### src/rtl/fourphase_rx_bridge_pkg.sv
// Shared definitions for the asynchronous-interface receive bridge.
package fourphase_rx_bridge_pkg;

    localparam int DEFAULT_SYNC_STAGES = 2;
    localparam int DEFAULT_DATA_W      = 32;

    typedef logic [DEFAULT_DATA_W-1:0] word_t;

    typedef enum logic [1:0] {
        RESYNC = 2'd0,
        IDLE   = 2'd1,
        ACK_HI = 2'd2
    } rx_state_t;

endpackage

### src/rtl/fourphase_rx_bridge_bit_sync.sv
// Multi-flop synchroniser for one asynchronous single-bit crossing.
module bit_sync #(
    parameter int SYNC_STAGES = 2
) (
    input  logic clk,
    input  logic rst,
    input  logic d,
    output logic q
);

    logic [SYNC_STAGES-1:0] sync_q;

    // Shift the asynchronous input through the flop chain; only the last flop is used.
    always_ff @(posedge clk or posedge rst) begin
        if (rst) begin
            sync_q <= '0;
        end else begin
            sync_q <= {sync_q[SYNC_STAGES-2:0], d};
        end
    end

    assign q = sync_q[SYNC_STAGES-1];

endmodule

### src/rtl/fourphase_rx_bridge.sv
// Receive end of a four-phase bundled-data channel: synchronises req, captures
// the bundled word into a one-entry buffer and returns a flop-driven ack.
//
// state  | meaning
// RESYNC | after reset: flush synchroniser, then wait for req to be low
// IDLE   | ack low, waiting for req with a free buffer
// ACK_HI | word captured, ack high, waiting for req to return to zero
module fourphase_rx_bridge
    import fourphase_rx_bridge_pkg::*;
#(
    parameter int DATA_W      = DEFAULT_DATA_W,
    parameter int SYNC_STAGES = DEFAULT_SYNC_STAGES
) (
    input  logic              clk,
    input  logic              rst,
    input  logic              req_i,
    input  logic [DATA_W-1:0] data_i,
    output logic              ack_o,
    output logic              valid_o,
    output logic [DATA_W-1:0] data_o,
    input  logic              ready_i
);

    logic      req_s;
    logic      pop;
    logic      buf_free;
    rx_state_t state;
    // The synchroniser also resets to 0, so a req held high across reset would
    // read as low for SYNC_STAGES edges. RESYNC ignores req_s until it is valid.
    logic [2:0] flush_cnt;

    bit_sync #(
        .SYNC_STAGES(SYNC_STAGES)
    ) u_req_sync (
        .clk(clk),
        .rst(rst),
        .d  (req_i),
        .q  (req_s)
    );

    assign pop      = valid_o && ready_i;
    assign buf_free = !valid_o || pop;

    // Handshake FSM with registered ack, buffer valid and buffer data.
    always_ff @(posedge clk or posedge rst) begin
        if (rst) begin
            state     <= RESYNC;
            flush_cnt <= 3'(SYNC_STAGES);
            ack_o     <= 1'b0;
            valid_o   <= 1'b0;
            data_o    <= '0;
        end else begin
            if (pop) begin
                valid_o <= 1'b0;
            end
            case (state)
                RESYNC: begin
                    ack_o <= 1'b0;
                    if (flush_cnt != 3'd0) begin
                        flush_cnt <= flush_cnt - 3'd1;
                    end else if (!req_s) begin
                        state <= IDLE;
                    end
                end
                IDLE: begin
                    if (req_s && buf_free) begin
                        data_o  <= data_i;
                        valid_o <= 1'b1;
                        ack_o   <= 1'b1;
                        state   <= ACK_HI;
                    end
                end
                ACK_HI: begin
                    if (!req_s) begin
                        ack_o <= 1'b0;
                        state <= IDLE;
                    end
                end
                default: begin
                    ack_o <= 1'b0;
                    state <= RESYNC;
                end
            endcase
        end
    end

endmodule

### config.mk
export PLATFORM = sky130hd
export DESIGN_NAME = fourphase_rx_bridge
export DESIGN_NICKNAME = d
export VERILOG_FILES = /design/src/rtl/fourphase_rx_bridge_pkg.sv /design/src/rtl/fourphase_rx_bridge_bit_sync.sv /design/src/rtl/fourphase_rx_bridge.sv
export SDC_FILE = /design/constraint.sdc
export NUM_CORES = 1
export LEC_CHECK = 0
export ABC_CLOCK_PERIOD_IN_PS = 4800
export CAP_MARGIN = 30
export CORE_MARGIN = 2
export CORE_UTILIZATION = 46
export DETAILED_ROUTE_END_ITERATION = 16
export PLACE_DENSITY = 0.85
export REMOVE_ABC_BUFFERS = 1
export SKIP_LAST_GASP = 1
export SYNTH_ARGS = -nofsm -noshare
export SYNTH_HDL_FRONTEND = slang
export SYNTH_SLANG_ARGS = --single-unit
### constraint.sdc
create_clock -name clk -period 4.8 [get_ports clk]
set_input_delay 1.2 -clock clk [delete_from_list [all_inputs] [get_ports clk]]
set_output_delay 1.2 -clock clk [all_outputs]
set_load 0.05 [all_outputs]
## Yosys cells after proc, flatten, opt, wreduce, memory -nomap -nowiden

Cells that the tools add are included.

| cells by class | value |
|---|---|
| add/subtract/negate cells | 1 |
| equality and inequality tests | 5 |
| muxes and demuxes | 10 |
| reduce and logical (&&, ||, !) cells | 10 |

Operators with widths:

| cell | count |
|---|---|
| AND reduction 2 bit | 4 |
| 2-to-1 mux 2 bit | 3 |
| inequality test 2 bit (second input constant) | 3 |
| one-hot mux 2 bit (3 select lines) | 1 |
| 2-to-1 mux 1 bit | 5 |
| nonzero test 3 bit | 1 |
| subtractor 3 x 1 -> 3 bit (second input constant) | 1 |
| equality test 2 x 1 -> 1 bit (second input constant) | 1 |
| equality test 2 bit (second input constant) | 1 |
| logical AND 1 bit | 2 |
| logical NOT 2 bit | 1 |
| one-hot mux 1 bit (2 select lines) | 1 |
| logical NOT 1 bit | 1 |
| logical OR 1 bit | 1 |

| word-level totals | value |
|---|---|
| bits in registers | 41 |
| output and inout port bits | 34 |

## Logic depth before layout (Yosys ltp)

Gate-level depths: netlist of the first run.

| logic depth | value |
|---|---|
| depth in word-level cells | 5 |
| gate-level depth with buffers | 6 |
| gate-level depth less buffers | 6 |

## Cells and area by module

From an unflattened synthesis of the first run, not the netlist that was laid out.

| second synthesis, totals | value |
|---|---|
| cell total of the unflattened synthesis | 103 |
| area, all modules | 1,725.4 um2 |

Modules (own cells, without submodules):

| module | times used | cells each | area each (um2) | sequential area each (um2) |
|---|---|---|---|---|
| fourphase_rx_bridge | 1 | 100 | 1,671.6 | 977.2 |
| bit_sync | 1 | 3 | 53.8 | 50.0 |

## Worst setup path before layout of the first run

No wires, ideal clock.

| timing path | value |
|---|---|
| path kind | input to register |
| start | input ready_i |
| end | register data_o[0] |
| setup time | 0.125 ns |
| arrival time | 2.115 ns |
| path slack | 2.559 ns |
| cell stages on the path | 5 |
| cells stage by stage | nand2b_1 -> and3_4 -> buf_6 -> buf_12 -> mux2_4 |

| on the way | value |
|---|---|
| word-level cells in the longest chain between the ends | 4 |

RTL lines:

| what | line | source |
|---|---|---|
| start, declared | fourphase_rx_bridge.sv:21 | `input logic ready_i` |
| logical AND 1 bit | fourphase_rx_bridge.sv:41 | `assign pop = valid_o && ready_i;` |
| logical OR 1 bit | fourphase_rx_bridge.sv:42 | `assign buf_free = !valid_o \|\| pop;` |
| logical AND 1 bit | fourphase_rx_bridge.sv:66 | `if (req_s && buf_free) begin` |
| AND reduction 2 bit (no source line) | - |  |
| end signal, assigned | fourphase_rx_bridge.sv:67 | `data_o <= data_i;` |
| end, declared | fourphase_rx_bridge.sv:20 | `output logic [DATA_W-1:0] data_o,` |

Every way passes these cells.
A chain may end at the register's enable or synchronous reset.

## Worst setup path after layout of the first run

| timing path | value |
|---|---|
| start | input ready_i |
| end | register data_o[15] |

The elaborated chain is that of the path after synthesis.

==> results of run 1 <==
[cell type report]
class	instances	area, µm²	area share [%]
clock inverter	3	65.1	2.53
tap	48	60.1	2.34
timing repair buffer	71	726	28.2
multi-input combinational	52	604	23.5
clock buffer	5	68.8	2.68
sequential	41	1030	40.0
inverter	5	18.8	0.730
[cells in the mapped netlist]
library cell,instances
sky130_fd_sc_hd__a2bb2oi_1,1
sky130_fd_sc_hd__nand2_1,2
sky130_fd_sc_hd__mux2_4,29
sky130_fd_sc_hd__mux2_2,3
sky130_fd_sc_hd__nor2_1,3
sky130_fd_sc_hd__a31o_2,1
sky130_fd_sc_hd__buf_12,3
sky130_fd_sc_hd__buf_6,1
sky130_fd_sc_hd__dfstp_2,1
sky130_fd_sc_hd__xnor2_1,1
sky130_fd_sc_hd__and3_4,1
sky130_fd_sc_hd__nand4_1,1
sky130_fd_sc_hd__nor2b_2,1
sky130_fd_sc_hd__nand2b_1,1
sky130_fd_sc_hd__a21oi_1,3
sky130_fd_sc_hd__nor3_1,2
sky130_fd_sc_hd__ha_1,2
sky130_fd_sc_hd__dfrtp_1,40
sky130_fd_sc_hd__inv_1,5
sky130_fd_sc_hd__o31ai_1,1
[state kept, by name (all words and copies together) (netlist names)]
name and cells:
valid_o 1, data_o 32, state 2, flush_cnt 3
ack_o 1, u_req_sync.sync_q 2
[per-layer routing]
metal	track usage [%]	part of all wire, %	wire [µm]	vias to the layer above
met5	0	0	0	-
met4	8.85	1.1	40	0
met3	4.97	5.9	204	2
met2	30.9	53	1830	44
met1	21.4	40	1410	535
li1	-	-	-	498
[through the flow]
stage / power [mW] / setup WS, ns
floorplan: 1.28 / 2.43
global placement: 1.61 / 1.89
detailed placement: 1.63 / 1.79
CTS: 1.96 / 2.08
global route: 2.02 / 2.04
finish: 1.95 / 2.08
[critical path, stage by stage]
cell and delay, ns:
sky130_fd_sc_hd__clkdlybuf4s50_1 0.46, sky130_fd_sc_hd__nand2b_1 0.20, sky130_fd_sc_hd__and3_4 0.61, sky130_fd_sc_hd__mux2_2 0.40
[cell families after synthesis]
| kind of cell | Yosys count | synth area share, % |
|---|---|---|
| DFF | 41 | 59.7 |
| AOI/OAI and AO/OA | 6 | 2.33 |
| muxes | 32 | 27.3 |
| xor gates and xnor gates | 1 | 0.509 |
| adders and majority gates | 2 | 1.45 |
| buffers and inverters | 9 | 5.23 |
| and+or+nand+nor | 11 | 3.56 |
[report_power, final]
part	internal, mW	total, mW	switching [mW]
Combinational	0.431	1.05	0.623
Sequential	0.486	0.571	0.0845
Clock	0.206	0.323	0.116
Total	1.12	1.95	0.823
[worst min-delay path by stage]
stage                                         from                             end  depth (start not counted)
finish              u_req_sync.sync_q[0]$_DFF_PP0_  u_req_sync.sync_q[1]$_DFF_PP0_                          0
global route        u_req_sync.sync_q[0]$_DFF_PP0_  u_req_sync.sync_q[1]$_DFF_PP0_                          0
floorplan           u_req_sync.sync_q[0]$_DFF_PP0_  u_req_sync.sync_q[1]$_DFF_PP0_                          0
CTS                 u_req_sync.sync_q[0]$_DFF_PP0_  u_req_sync.sync_q[1]$_DFF_PP0_                          0
global placement    u_req_sync.sync_q[0]$_DFF_PP0_  u_req_sync.sync_q[1]$_DFF_PP0_                          0
detailed placement  u_req_sync.sync_q[0]$_DFF_PP0_  u_req_sync.sync_q[1]$_DFF_PP0_                          0
==> implementation parameters, run 1 <==
Parameter                              Value

Status
  Outcome    finished clean

Detailed routing
  Routed vias    1079
  Number of detailed-route iterations in the first pass    4
  Number of DRC markers in iteration 0    64
  Vias per Instance    4.80
  Average wire per standard cell    15.5 µm
  DRT antenna net count    0
  Post-detailed-routing wire length    3480 µm
  Number of DRC violations after detailed routing    0

Cells and area
  Number of inserted diodes    0
  Post-layout instance count excluding filler cells    225
  Area growth, synth to finish    49.3%
  Total of fill cells in the finished design    258
  Design area    0.00257 mm²
  Most frequent cells in the layout    sky130_fd_sc_hd__clkdlybuf4s50_1 (69), sky130_fd_sc_hd__dfrtp_1 (40), sky130_fd_sc_hd__mux2_4 (29), sky130_fd_sc_hd__inv_1 (5), sky130_fd_sc_hd__clkbuf_8 (5)
  Share of the core filled with cells in the final layout    70.7%
  Fraction of layout instances using a drive strength above 1    26.0%
  Final-stage net count    214
  Most common cell after layout, fill and taps aside    sky130_fd_sc_hd__clkdlybuf4s50_1

Synthesis
  Warnings, synthesis    0
  Synth Cell Area    0.00172 mm²
  Number of cells produced by synthesis    102
  Area contributors post-synth    sky130_fd_sc_hd__dfrtp_1 (58%), sky130_fd_sc_hd__mux2_4 (25%), sky130_fd_sc_hd__buf_12 (3.5%)
  Netlist cell types    20
  Sequential fraction of the synthesis area    59.7%
  Average cell area after synthesis    16.9 µm²
  Number of register bits inferred by synthesis    41
  Area leader, netlist    sky130_fd_sc_hd__dfrtp_1
  Synth top area share    58.1%

Critical path
  Critical Path Start    ready_i
  Kind of end point of the critical path    flip-flop
  Worst reg2reg path depth    3
  Start of the worst register-to-register path    state[1]$_DFFE_PP0P_
  Worst setup path class    input port to flip-flop
  Worst Setup EP    data_o[15]$_DFFE_PP0P_
  Startpoint Class    input port
  Maximum fanout along the worst path    33
  Worst R2R Setup Slack    3.00 ns
  Critical path arrival    2.90 ns
  R2r endpoint    data_o[15]$_DFFE_PP0P_
  Required time at the endpoint of the critical path    4.98 ns

Timing
  Unrepaired setup endpoints after global routing    false
  Final number of hold-violating endpoints    0
  Final Slew Violations    0
  Tightest hold margin    0.370 ns
  Finish-stage setup viols    0
  Worst setup skew after layout    0.00404 ns
  Slew HR    60.1%
  Sum Neg Setup Slack    0 ns
  Fraction of the cycle the final worst path needs    56.7%
  Actual slew at the worst max-slew pin    0.599 ns
  Achievable clock frequency    367 MHz
  Final critical delay including setup and external delays    2.72 ns

Clock network
  Clock Root Buffer    sky130_fd_sc_hd__clkbuf_8
  Total of cells resized after clock tree synthesis    0
  Worst-skew pair later-pin latency    0.29 ns
  Buffers inserted during post-CTS setup optimization    0
  TritonCTS clock tree    built
  Post-CTS Hold Fix Bufs    0
  Num CTS Buffers    5
  Worst-case clock buffer depth    2
  Clk sink count    41
  Clock-pin slew on the worst setup and hold paths    0.08 ns
  CTS H-tree depth    2

Floorplan
  Top Ports    70
  CORE AREA    0.00363 mm²
  Number of core rows    22
  Floorplan die area    0.00425 mm²
  Starting utilization of the core area    47.4%
  Width of the die    65.2 µm
  Chip Height    65.2 µm

Power and ir drop
  Power per cell area    758 mW/mm²
  Peak VDD IR    393 µV
  Static power due to leakage    1.13 nW

GRT
  Largest net degree at the start of global routing    34
  Via count of the first global-routing pass    1154
  Total global routing overflow    0
  Initial antenna violation count    0
  Global-route wire length before repair    5620 µm
  Overall global routing resource usage    18.2%

Place
  I/O Buffers    69
  HPWL reported at the end of detailed placement    2440 µm
  Routability Congestion    0.774
  Placed Cells    217
  Area of placed instances    0.00244 mm²

Worst hold path
  Class of the most critical hold timing path    flip-flop to flip-flop

Job
  Maximum capacitance violations    0
Power figures use the tool's default switching activity.
==> run 2: changes to the inputs <==
--- a/config.mk
+++ b/config.mk
@@ -5,12 +5,12 @@
 export SDC_FILE = /design/constraint.sdc
 export NUM_CORES = 1
 export LEC_CHECK = 0
-export ABC_CLOCK_PERIOD_IN_PS = 4800
+export ABC_CLOCK_PERIOD_IN_PS = 2400
 export CAP_MARGIN = 30
 export CORE_MARGIN = 2
-export CORE_UTILIZATION = 46
+export CORE_UTILIZATION = 38
 export DETAILED_ROUTE_END_ITERATION = 16
-export PLACE_DENSITY = 0.85
+export PLACE_DENSITY = 0.75
 export REMOVE_ABC_BUFFERS = 1
 export SKIP_LAST_GASP = 1
 export SYNTH_ARGS = -nofsm -noshare
==> constraint.sdc (replaced) <==
create_clock -name clk -period 2.4 [get_ports clk]
set_input_delay 0.6 -clock clk [delete_from_list [all_inputs] [get_ports clk]]
set_output_delay 0.6 -clock clk [all_outputs]
set_load 0.05 [all_outputs]
==> run 2 against run 1 <==
  * Worst hold slack got worse by 0.019 ns
  * Global-route usage fell by 3.5 points
  * Core utilization fell by 11 points
  * Critical path depth fell by 3
  * Critical path type is now flip-flop to output port
  * Highest routed layer unchanged
==> implementation parameters, run 2 (synthesized netlist as in run 1, its figures left out) <==
Parameter                              Value

Clock network
  Clock-pin slew on the worst setup and hold paths    0.08 ns (about the same)
  CTS H-tree depth    2 (unchanged)
  Buffers inserted during post-CTS setup optimization    0 (unchanged)
  Clk sink count    41 (unchanged)
  Total of cells resized after clock tree synthesis    0 (unchanged)
  Worst-case clock buffer depth    2 (unchanged)
  Worst-skew pair later-pin latency    0.29 ns (about the same)
  Num CTS Buffers    5 (unchanged)
  TritonCTS clock tree    built
  Clock Root Buffer    sky130_fd_sc_hd__clkbuf_8
  Post-CTS Hold Fix Bufs    0 (unchanged)

Floorplan
  Number of core rows    24 (+9.1%)
  Top Ports    70 (unchanged)
  Width of the die    71.3 µm (+9.4%)
  Floorplan die area    0.00509 mm² (+20%)
  Chip Height    71.3 µm (+9.4%)
  Starting utilization of the core area    39.5% (-7.8 points)
  CORE AREA    0.00435 mm² (+20%)

Worst hold path
  Endpoint of the worst hold path    u_req_sync.sync_q[1]$_DFF_PP0_
  Hold Crit Depth    0 (unchanged)
  Hold wc startpoint    u_req_sync.sync_q[0]$_DFF_PP0_
  Class of the most critical hold timing path    flip-flop to flip-flop

Cells and area
  Most common cell after layout, fill and taps aside    sky130_fd_sc_hd__clkdlybuf4s50_1
  Number of inserted diodes    0 (unchanged)
  Most frequent cells in the layout    sky130_fd_sc_hd__clkdlybuf4s50_1 (69), sky130_fd_sc_hd__dfrtp_1 (40), sky130_fd_sc_hd__mux2_4 (29), sky130_fd_sc_hd__inv_1 (5), sky130_fd_sc_hd__clkbuf_8 (5)
  Top register by number of flip-flops    data_o
  Largest registers    data_o (32), flush_cnt (3)
  Area growth, synth to finish    50.4%
  Number of flip-flops in the largest register    32 (unchanged)
  Fraction of layout instances using a drive strength above 1    27.2% (+1.2 points)
  Final-stage net count    217 (+1.4%)
  Design area    0.00259 mm² (+0.78%)

GRT
  Largest net degree at the start of global routing    42 (+24%)
  Global-route wire length before repair    5690 µm (+1.2%)
  Via count of the first global-routing pass    1130 (-2.1%)
  Total global routing overflow    0 (unchanged)
  Overall global routing resource usage    14.8% (-3.5 points)
  Initial antenna violation count    0 (unchanged)

Power and ir drop
  Power per cell area    1510 mW/mm² (+99%)
  Peak VDD IR    893 µV (+130%)
  Static power due to leakage    1.14 nW (+1.0%)

Timing
  Unrepaired setup endpoints after global routing    false
  Final number of hold-violating endpoints    0 (unchanged)
  Final critical delay including setup and external delays    2.08 ns
  Achievable clock frequency    481 MHz
  Sum Neg Setup Slack    0 ns (unchanged)
  Actual slew at the worst max-slew pin    0.516 ns (-0.0828 ns)
  Finish-stage setup viols    0 (unchanged)
  Final Slew Violations    0 (unchanged)
  Worst-case setup margin in the final layout    0.320 ns (-1.76 ns)
  Worst setup skew after layout    0.00186 ns (-0.00218 ns)
  Fraction of the cycle the final worst path needs    86.7%
  Slew HR    65.3% (+5.3 points)

Critical path
  Family with the most delay on the worst path    buffers and inverters
  R2r endpoint    flush_cnt[1]$_DFFE_PP1P_
  CP cell instances    clkdlybuf4s50_1
  Required time at the endpoint of the critical path    1.80 ns (-3.18 ns)
  Worst reg2reg path depth    6 (+3)
  Worst setup path class    flip-flop to output port
  Startpoint Class    flip-flop
  Crit-path slowest cell    sky130_fd_sc_hd__clkdlybuf4s50_1
  Critical path arrival    1.48 ns (-1.42 ns)
  Start of the worst register-to-register path    flush_cnt[1]$_DFFE_PP1P_
  Kind of end point of the critical path    output port
  Critical Path Start    data_o[25]$_DFFE_PP0P_
  Worst R2R Setup Slack    0.80 ns (-2.20 ns)
  WP buf/inv    1 (unchanged)
  Maximum fanout along the worst path    2 (-94%)
  Largest incremental delay on the critical path    0.82 ns (+0.21 ns)

Detailed routing
  Number of detailed-route iterations in the first pass    4 (unchanged)
  DRT antenna net count    0 (unchanged)
  Number of DRC violations after detailed routing    0 (unchanged)
  Post-detailed-routing wire length    3540 µm (+1.8%)
  Routed vias    1081 (+0.19%)
  Vias per Instance    4.66 (-2.8%)
  Number of DRC markers in iteration 0    65 (+1.6%)
  Average wire per standard cell    15.3 µm (-1.3%)

Place
  HPWL reported at the end of detailed placement    2600 µm (+6.6%)
  I/O Buffers    69 (unchanged)
  Routability Congestion    0.756 (-2.2%)
  Post-placement setup slack    0.175 ns (-1.61 ns)
  Area of placed instances    0.00246 mm² (+0.82%)

Job
  Maximum capacitance violations    0 (unchanged)

Status
  Outcome    finished clean
-- run 2: changes by cell type in the layout (fill, tap and decap cells not counted) --
cell / change
sky130_fd_sc_hd__buf_4: +3
sky130_fd_sc_hd__buf_12: +1
sky130_fd_sc_hd__buf_16: -1
-- run 2: cell type report --
class / instances / area [µm²]
clock buffer: 5 / 68.8
clock inverter: 3 / 65.1
fill: 320 / 1760
inverter: 5 / 18.8
multi-input combinational: 52 / 604
sequential: 41 / 1030
tap: 52 / 65.1
timing repair buffer: 74 / 741
-- run 2: worst max-delay path by stage --
stage	end	slack (ns)	cells past startpoint
3_5_place_dp	data_o[29]$_DFFE_PP0P_	0.18	5
3_3_place_gp	data_o[7]$_DFFE_PP0P_	0.22	5
6_report	data_o[25]	0.32	1
4_1_cts	ack_o	0.29	1
5_1_grt	ack_o	0.26	1
2_1_floorplan	data_o[15]$_DFFE_PP0P_	0.62	3
-- run 2: power breakdown --
group          switching, mW  internal (mW)  leakage (nW)  total, mW
clock                  0.233          0.413        0.0681      0.646
combinational           1.25          0.869         0.578       2.12
sequential             0.177          0.973         0.490       1.15
-- run 2: routing by layer --
| layer | part of all wire, % | up-vias | GRT usage (%) |
|---|---|---|---|
| li1 | - | 501 | - |
| met1 | 40 | 535 | 18.4 |
| met2 | 53 | 38 | 25.2 |
| met3 | 4.9 | 7 | 2.67 |
| met4 | 1.8 | 0 | 6.29 |
| met5 | 0 | - | 0 |
-- run 2: metrics by stage --
stage / cells / utilization, % / total power [mW] / hold WS (ns)
2_1_floorplan: 98 / - / 2.55 / 0.331
3_3_place_gp: 224 / 56.4 / 3.25 / 0.339
3_5_place_dp: 224 / 56.4 / 3.28 / 0.341
4_1_cts: 232 / 59.5 / 3.95 / 0.356
5_1_grt: 232 / 59.5 / 4.06 / 0.356
6_report: 232 / 59.5 / 3.91 / 0.352
